`src/rtl/onehot_index_encoder.sv`:
```
// Purpose: accepts a WIDTH-bit vector and emits the index of each set bit, lowest first.
// Latency: the first beat appears one cycle after capture, then one beat per accepted cycle.
// Backpressure: out_ready stalls the drain with all outputs held; in_ready stays low until the last beat.
module onehot_index_encoder #(
    parameter int WIDTH = 16,
    parameter int IDX_W = 4
) (
    input  logic             clk,
    input  logic             rst,
    input  logic             in_valid,
    output logic             in_ready,
    input  logic [WIDTH-1:0] in_vec,
    output logic             out_valid,
    input  logic             out_ready,
    output logic [IDX_W-1:0] out_idx,
    output logic             out_last,
    output logic             out_zero,
    output logic [IDX_W:0]   out_pop
);

    generate
        if (IDX_W != $clog2(WIDTH)) begin : g_cfg_err
            $error("onehot_index_encoder: IDX_W must equal clog2(WIDTH)");
        end
    endgenerate

    typedef enum logic {IDLE, DRAIN} state_t;

    state_t           state, state_nxt;
    logic [WIDTH-1:0] pending, pending_nxt, pending_rest;
    logic             zero_q;
    logic [IDX_W:0]   pop_q;
    logic             load;

    function automatic logic [IDX_W:0] popcount(input logic [WIDTH-1:0] v);
        logic [IDX_W:0] c;
        c = '0;
        for (int i = 0; i < WIDTH; i++) begin
            c = c + {{IDX_W{1'b0}}, v[i]};
        end
        return c;
    endfunction

    // pending with its lowest set bit removed; nonzero means more beats follow
    assign pending_rest = pending & (pending - WIDTH'(1));

    always_comb begin
        state_nxt   = state;
        pending_nxt = pending;
        load        = 1'b0;
        case (state)
            IDLE: begin
                if (in_valid) begin
                    pending_nxt = in_vec;
                    state_nxt   = DRAIN;
                    load        = 1'b1;
                end
            end
            DRAIN: begin
                if (out_ready) begin
                    if (pending_rest == '0) begin
                        pending_nxt = '0;
                        state_nxt   = IDLE;
                    end else begin
                        pending_nxt = pending_rest;
                    end
                end
            end
            default: state_nxt = IDLE;
        endcase
    end

    always_ff @(posedge clk) begin
        if (rst) begin
            state   <= IDLE;
            pending <= '0;
            zero_q  <= 1'b0;
            pop_q   <= '0;
        end else begin
            state   <= state_nxt;
            pending <= pending_nxt;
            if (load) begin
                zero_q <= (in_vec == '0);
                pop_q  <= popcount(in_vec);
            end
        end
    end

    always_comb begin
        out_idx = '0;
        for (int i = WIDTH - 1; i >= 0; i--) begin
            if (pending[i]) out_idx = IDX_W'(i);
        end
    end

    assign in_ready  = (state == IDLE);
    assign out_valid = (state == DRAIN);
    // gated by out_valid so an idle block reports last=0 even though pending is empty
    assign out_last  = out_valid && (pending_rest == '0);
    assign out_zero  = zero_q;
    assign out_pop   = pop_q;

endmodule

```
`config.mk`:
```
export PLATFORM = sky130hd
export DESIGN_NAME = onehot_index_encoder
export DESIGN_NICKNAME = d
export VERILOG_FILES = /design/src/rtl/onehot_index_encoder.sv
export SDC_FILE = /design/constraint.sdc
export NUM_CORES = 1
export LEC_CHECK = 0
export ABC_AREA = 1
export ABC_CLOCK_PERIOD_IN_PS = 5000
export BUFFER_PORTS_ARGS = -buffer_cell sky130_fd_sc_hd__buf_2
export CORE_ASPECT_RATIO = 1.2
export CORE_MARGIN = 3
export CORE_UTILIZATION = 56
export CTS_CLUSTER_SIZE = 28
export DETAILED_ROUTE_END_ITERATION = 10
export MAX_ROUTING_LAYER = met4
export PLACE_DENSITY = 0.88
export RECOVER_POWER = 50
export SYNTH_ARGS = -nofsm -noshare
export SYNTH_HDL_FRONTEND = slang
export SYNTH_SLANG_ARGS = --single-unit
```
`constraint.sdc`:
```
create_clock -name clk -period 5 [get_ports clk]
set_clock_uncertainty 0.1 [all_clocks]
set_input_delay 0.75 -clock clk [delete_from_list [all_inputs] [get_ports clk]]
set_output_delay 0.75 -clock clk [all_outputs]
set_load 0.01 [all_outputs]
```
-- Word-level counts from Yosys, hierarchy flattened
Index checks and enable logic that the tools add are counted.
- register bits after elaboration: 23
- add/sub/neg operators: 16
- equal/unequal tests: 2
- muxes and demuxes: 25
- bitwise operators: 2
- reductions and logical operators: 4
- operators by type and width (operator ; count):
    $mux W4 ; 16
    $add A5 B1 Y5 ; 11
    $mux W16 ; 3
    $logic_not A16 Y1 ; 2
    $pmux W16 S2 ; 1
    $and A16 B16 Y16 ; 1
    $sub A16 B1 Y16 const B ; 1
    $add A4 B1 Y5 ; 1
    $add A3 B1 Y4 ; 1
    $mux W1 ; 4
    $ne A2 B2 Y1 const B ; 2
    $add A2 B1 Y3 ; 1
    $add A1 B1 Y2 ; 1
    $pmux W1 S2 ; 1
    $reduce_and A2 Y1 ; 1
    $logic_and A1 B1 Y1 ; 1
    $not A1 Y1 ; 1

-- Longest topological paths before layout
- depth in word-level cells: 16
- mapped depth: 15
- gate-level depth less buffers: 15

-- Worst setup path before layout
Ideal clock, no wire load.
- kind: input -> register
- start point: input port in_vec[0]
- end point: register pop_q[4] (netlist: out_pop[4])
- arrival time: 3676 ps
- slack: 1153 ps
- cell stages on the path: 12
- buffers on the path: 0
- cell sequence: inv_1 fa_1 fa_1 fa_1 fa_1 inv_1 ha_1 inv_1 fa_1 o21ai_0 nand3_1 a21oi_1
- word-level cells in the longest chain between the ends: 15
- RTL lines (item ; line ; RTL):
    start: declaration ; 12 ; input logic [WIDTH-1:0] in_vec,
    $add A1 B1 Y2 ; 39 ; c = c + {{IDX_W{1'b0}}, v[i]};
    $add A2 B1 Y3 ; 39 ;
    $add A3 B1 Y4 ; 39 ;
    $add A4 B1 Y5 ; 39 ;
    $add A5 B1 Y5 (11 in series) ; 39 ;
    end signal: assignment ; 84 ; pop_q <= popcount(in_vec);
    end: declaration ; 32 ; logic [IDX_W:0] pop_q;
Every way passes these cells.
A chain may end at the register's enable or synchronous reset.

-- Worst setup path in the final report
Same ends and word-level chain as after synthesis.

==> metrics.txt <==
commonest non-fill, non-tap cell in the layout inv_1; post-DP HPWL between 3000 and 4000 um; crit end category flip-flop; synth warn 0; setup TNS 0 ps; largest net degree at the start of global routing 18; Hold-fix buffers, CTS 0; IO Pins 33; post-CTS setup buffer count 0; Post-DP Area just under 0.002 mm2; Yosys top cell area share 0.256; Clock Pin Slew Worst Setup and Hold Paths roughly 120 ps; die area between 0.003 and 0.004 mm2; WHS Path Cells 2; Pwr Density between 300 and 400 mW/mm2; router iterations before antenna repair 4; Sw Ratio 0.424; first-pass GRT wire length about 6900 um; Hold Startpoint out_pop[3]; outcome completed; gr usage total 0.238; worst-case clock buffer depth 2; Via density about 5.4; Comb power frac 0.500; GRT overflow 0; worst reg2reg endpoint pending[14]; Startpoint Class input port; Mapped Nets ~290; top post-synthesis cells by area dfxtp_1 26%, fa_1 11%, inv_1 10%, nand2_1 9.8%, o21ai_0 6.4%; routed vias between 1500 and 2000; H-tree depth 1; cell accounting for the most synthesized area dfxtp_1; Clk Latency, worst-skew pair about 320 ps; die height just under 70 um; most frequent cells in the layout 51 x inv_1, 49 x nand2_1, 26 x buf_2, 24 x o21ai_0, 23 x dfxtp_1; initial antenna violation count 0; crit path max fanout 2; flop2flop setup slack 2370 ps; Port Buffer Count 32; hold endpoint out_pop[3]; Unique masters post-synth 29; layout cells sized above 1 0.165; vias in the first global route between 1500 and 2000; Initial DRC Count 82; Reg2Reg Depth 7; Rel. slew slack 0.616; initial core utilization 0.612; final critical-path required period roughly 3800 ps; Design Area, Final ~0.0020 mm2; Routed Antenna Nets 0; leak pwr between 1 and 1.5 nW; core area between 0.002 and 0.003 mm2; Die X ~58 um; pins over their slew limit 0; syn_area_per_cell just over 7 um2; Final Hold Viols 0; clock share of power 0.142; Layout area overhead 10.1%; Filler cells between 200 and 300; Pint ~0.00036 W; TritonCTS Buffers 3; drt total wl between 4000 and 5000 um; gpl congestion about 0.93; Hold Crit Class reg -> reg; mapped cell area roughly 0.0018 mm2; PostCTS Resize Cnt 0; maxcap violations 0; DRC 0; ys flop type dfxtp_1; Seq pwr share 0.359; RR Startpoint out_valid; RSZ-0062 raised after global routing no; Routed wire per std cell roughly 13 um; antenna cells 0; Mapped Cells 250; clock sinks 23; # setup viols final 0; CP arrival 3990 ps; root buffer cell clkbuf_4; crit share post-route 0.766; peak supply drop about 0.23 mV; Post-synth EDFFs 0; CTS tree built; Worst-Margin Slew around 580 ps; sw power roughly 0.00027 W; FMAX roughly 260 MHz; Req. time, crit path ~5200 ps; nets@finish 316; Row Count 21; flops & latches, synth 23; share of synthesized registers carrying an async set or reset 0; Seq/Total Area, Yosys 0.256; CP Class in -> reg
[kinds of logic after synthesis]
logic type | after synthesis | synth area share
buffers and inverters | 60 | 0.128
AND/OR/NAND/NOR | 92 | 0.259
flip-flops | 23 | 0.256
adder cells (fa/ha/maj) | 16 | 0.153
AO/OA/AOI/OAI | 57 | 0.195
XOR/XNOR | 2 | 0.00972
[sequential cells by signal (all words and copies together), names as in the netlist]
register,cells
out_valid,1
out_pop,5
pending,16
out_zero,1
[worst max-delay path: stages]
cell and delay [ps]:
buf_2 90, inv_1 70, fa_1 580, fa_1 460, fa_1 540, fa_1 410
inv_1 70, ha_1 160, inv_1 60, fa_1 400, o21ai_0 200, nand3_1 90
a21oi_1 130
[cell usage after synthesis (2+ instances only)]
| master | number |
|---|---|
| o211ai_1 | 2 |
| nand2_2 | 4 |
| fa_1 | 10 |
| nor2_4 | 5 |
| ha_1 | 6 |
| nor2_1 | 16 |
| nand3_1 | 6 |
| inv_1 | 49 |
| inv_2 | 4 |
| clkbuf_1 | 3 |
| a221oi_1 | 11 |
| xor2_1 | 2 |
| a21oi_1 | 15 |
| buf_2 | 4 |
| o21ai_2 | 3 |
| nand4_1 | 5 |
| nand2_4 | 3 |
| o21ai_0 | 23 |
| dfxtp_1 | 23 |
| nand2_1 | 47 |
[cell type report]
type | count | area (um2) | share of cell area
multi-input cells | 167 | 1100 | 0.556
flip-flops and latches | 23 | 460 | 0.232
inverters | 53 | 199 | 0.100
repair buffers | 32 | 153 | 0.0770
well taps | 34 | 42.5 | 0.0215
clock buffers | 4 | 26.3 | 0.0132
[how the worst max path moves through the flow]
stage	start	end	slack, ps	cells past startpoint
3_3_place_gp	in_vec[0]	out_pop[4]	970	13
6_report	in_vec[0]	out_pop[4]	1170	13
5_1_grt	in_vec[0]	out_pop[4]	1010	13
3_5_place_dp	in_vec[0]	out_pop[4]	830	13
4_1_cts	in_vec[0]	out_pop[4]	1160	13
2_1_floorplan	in_vec[0]	out_pop[4]	1150	12
[metrics by stage]
step | util | std cells | hold slack, ps | worst slack [ps] | power [W]
final | 0.674 | 313 | 373 | 1170 | 0.000631
after floorplan | - | 250 | 371 | 1150 | 0.000467
after detailed placement | 0.670 | 309 | 355 | 829 | 0.000550
after global routing | 0.674 | 313 | 398 | 1010 | 0.000692
after CTS | 0.679 | 313 | 373 | 1160 | 0.000639
after global placement | 0.670 | 309 | 353 | 971 | 0.000536
[power by group through the flow]
stage | Sequential (W) | Clock, W | Combinational (W)
6_report | 0.000227 | 0.0000895 | 0.000315
5_1_grt | 0.000230 | 0.0000990 | 0.000363
4_1_cts | 0.000226 | 0.0000908 | 0.000322
3_5_place_dp | 0.000230 | 0 | 0.000320
3_3_place_gp | 0.000230 | 0 | 0.000306
2_1_floorplan | 0.000230 | 0 | 0.000238
[layer usage]
metal  vias to the layer above  part of all wire  routed length (um)  global-route usage
li1                        860                 -                   -                   -
met1                       759              0.45                1850               0.314
met2                        59              0.47                1920               0.363
met3                        10             0.060                 248              0.0208
met4                         0             0.025                 103               0.128
met5                         -                 0                   0                   -
No activity file was read; power rests on OpenSTA's default activity.
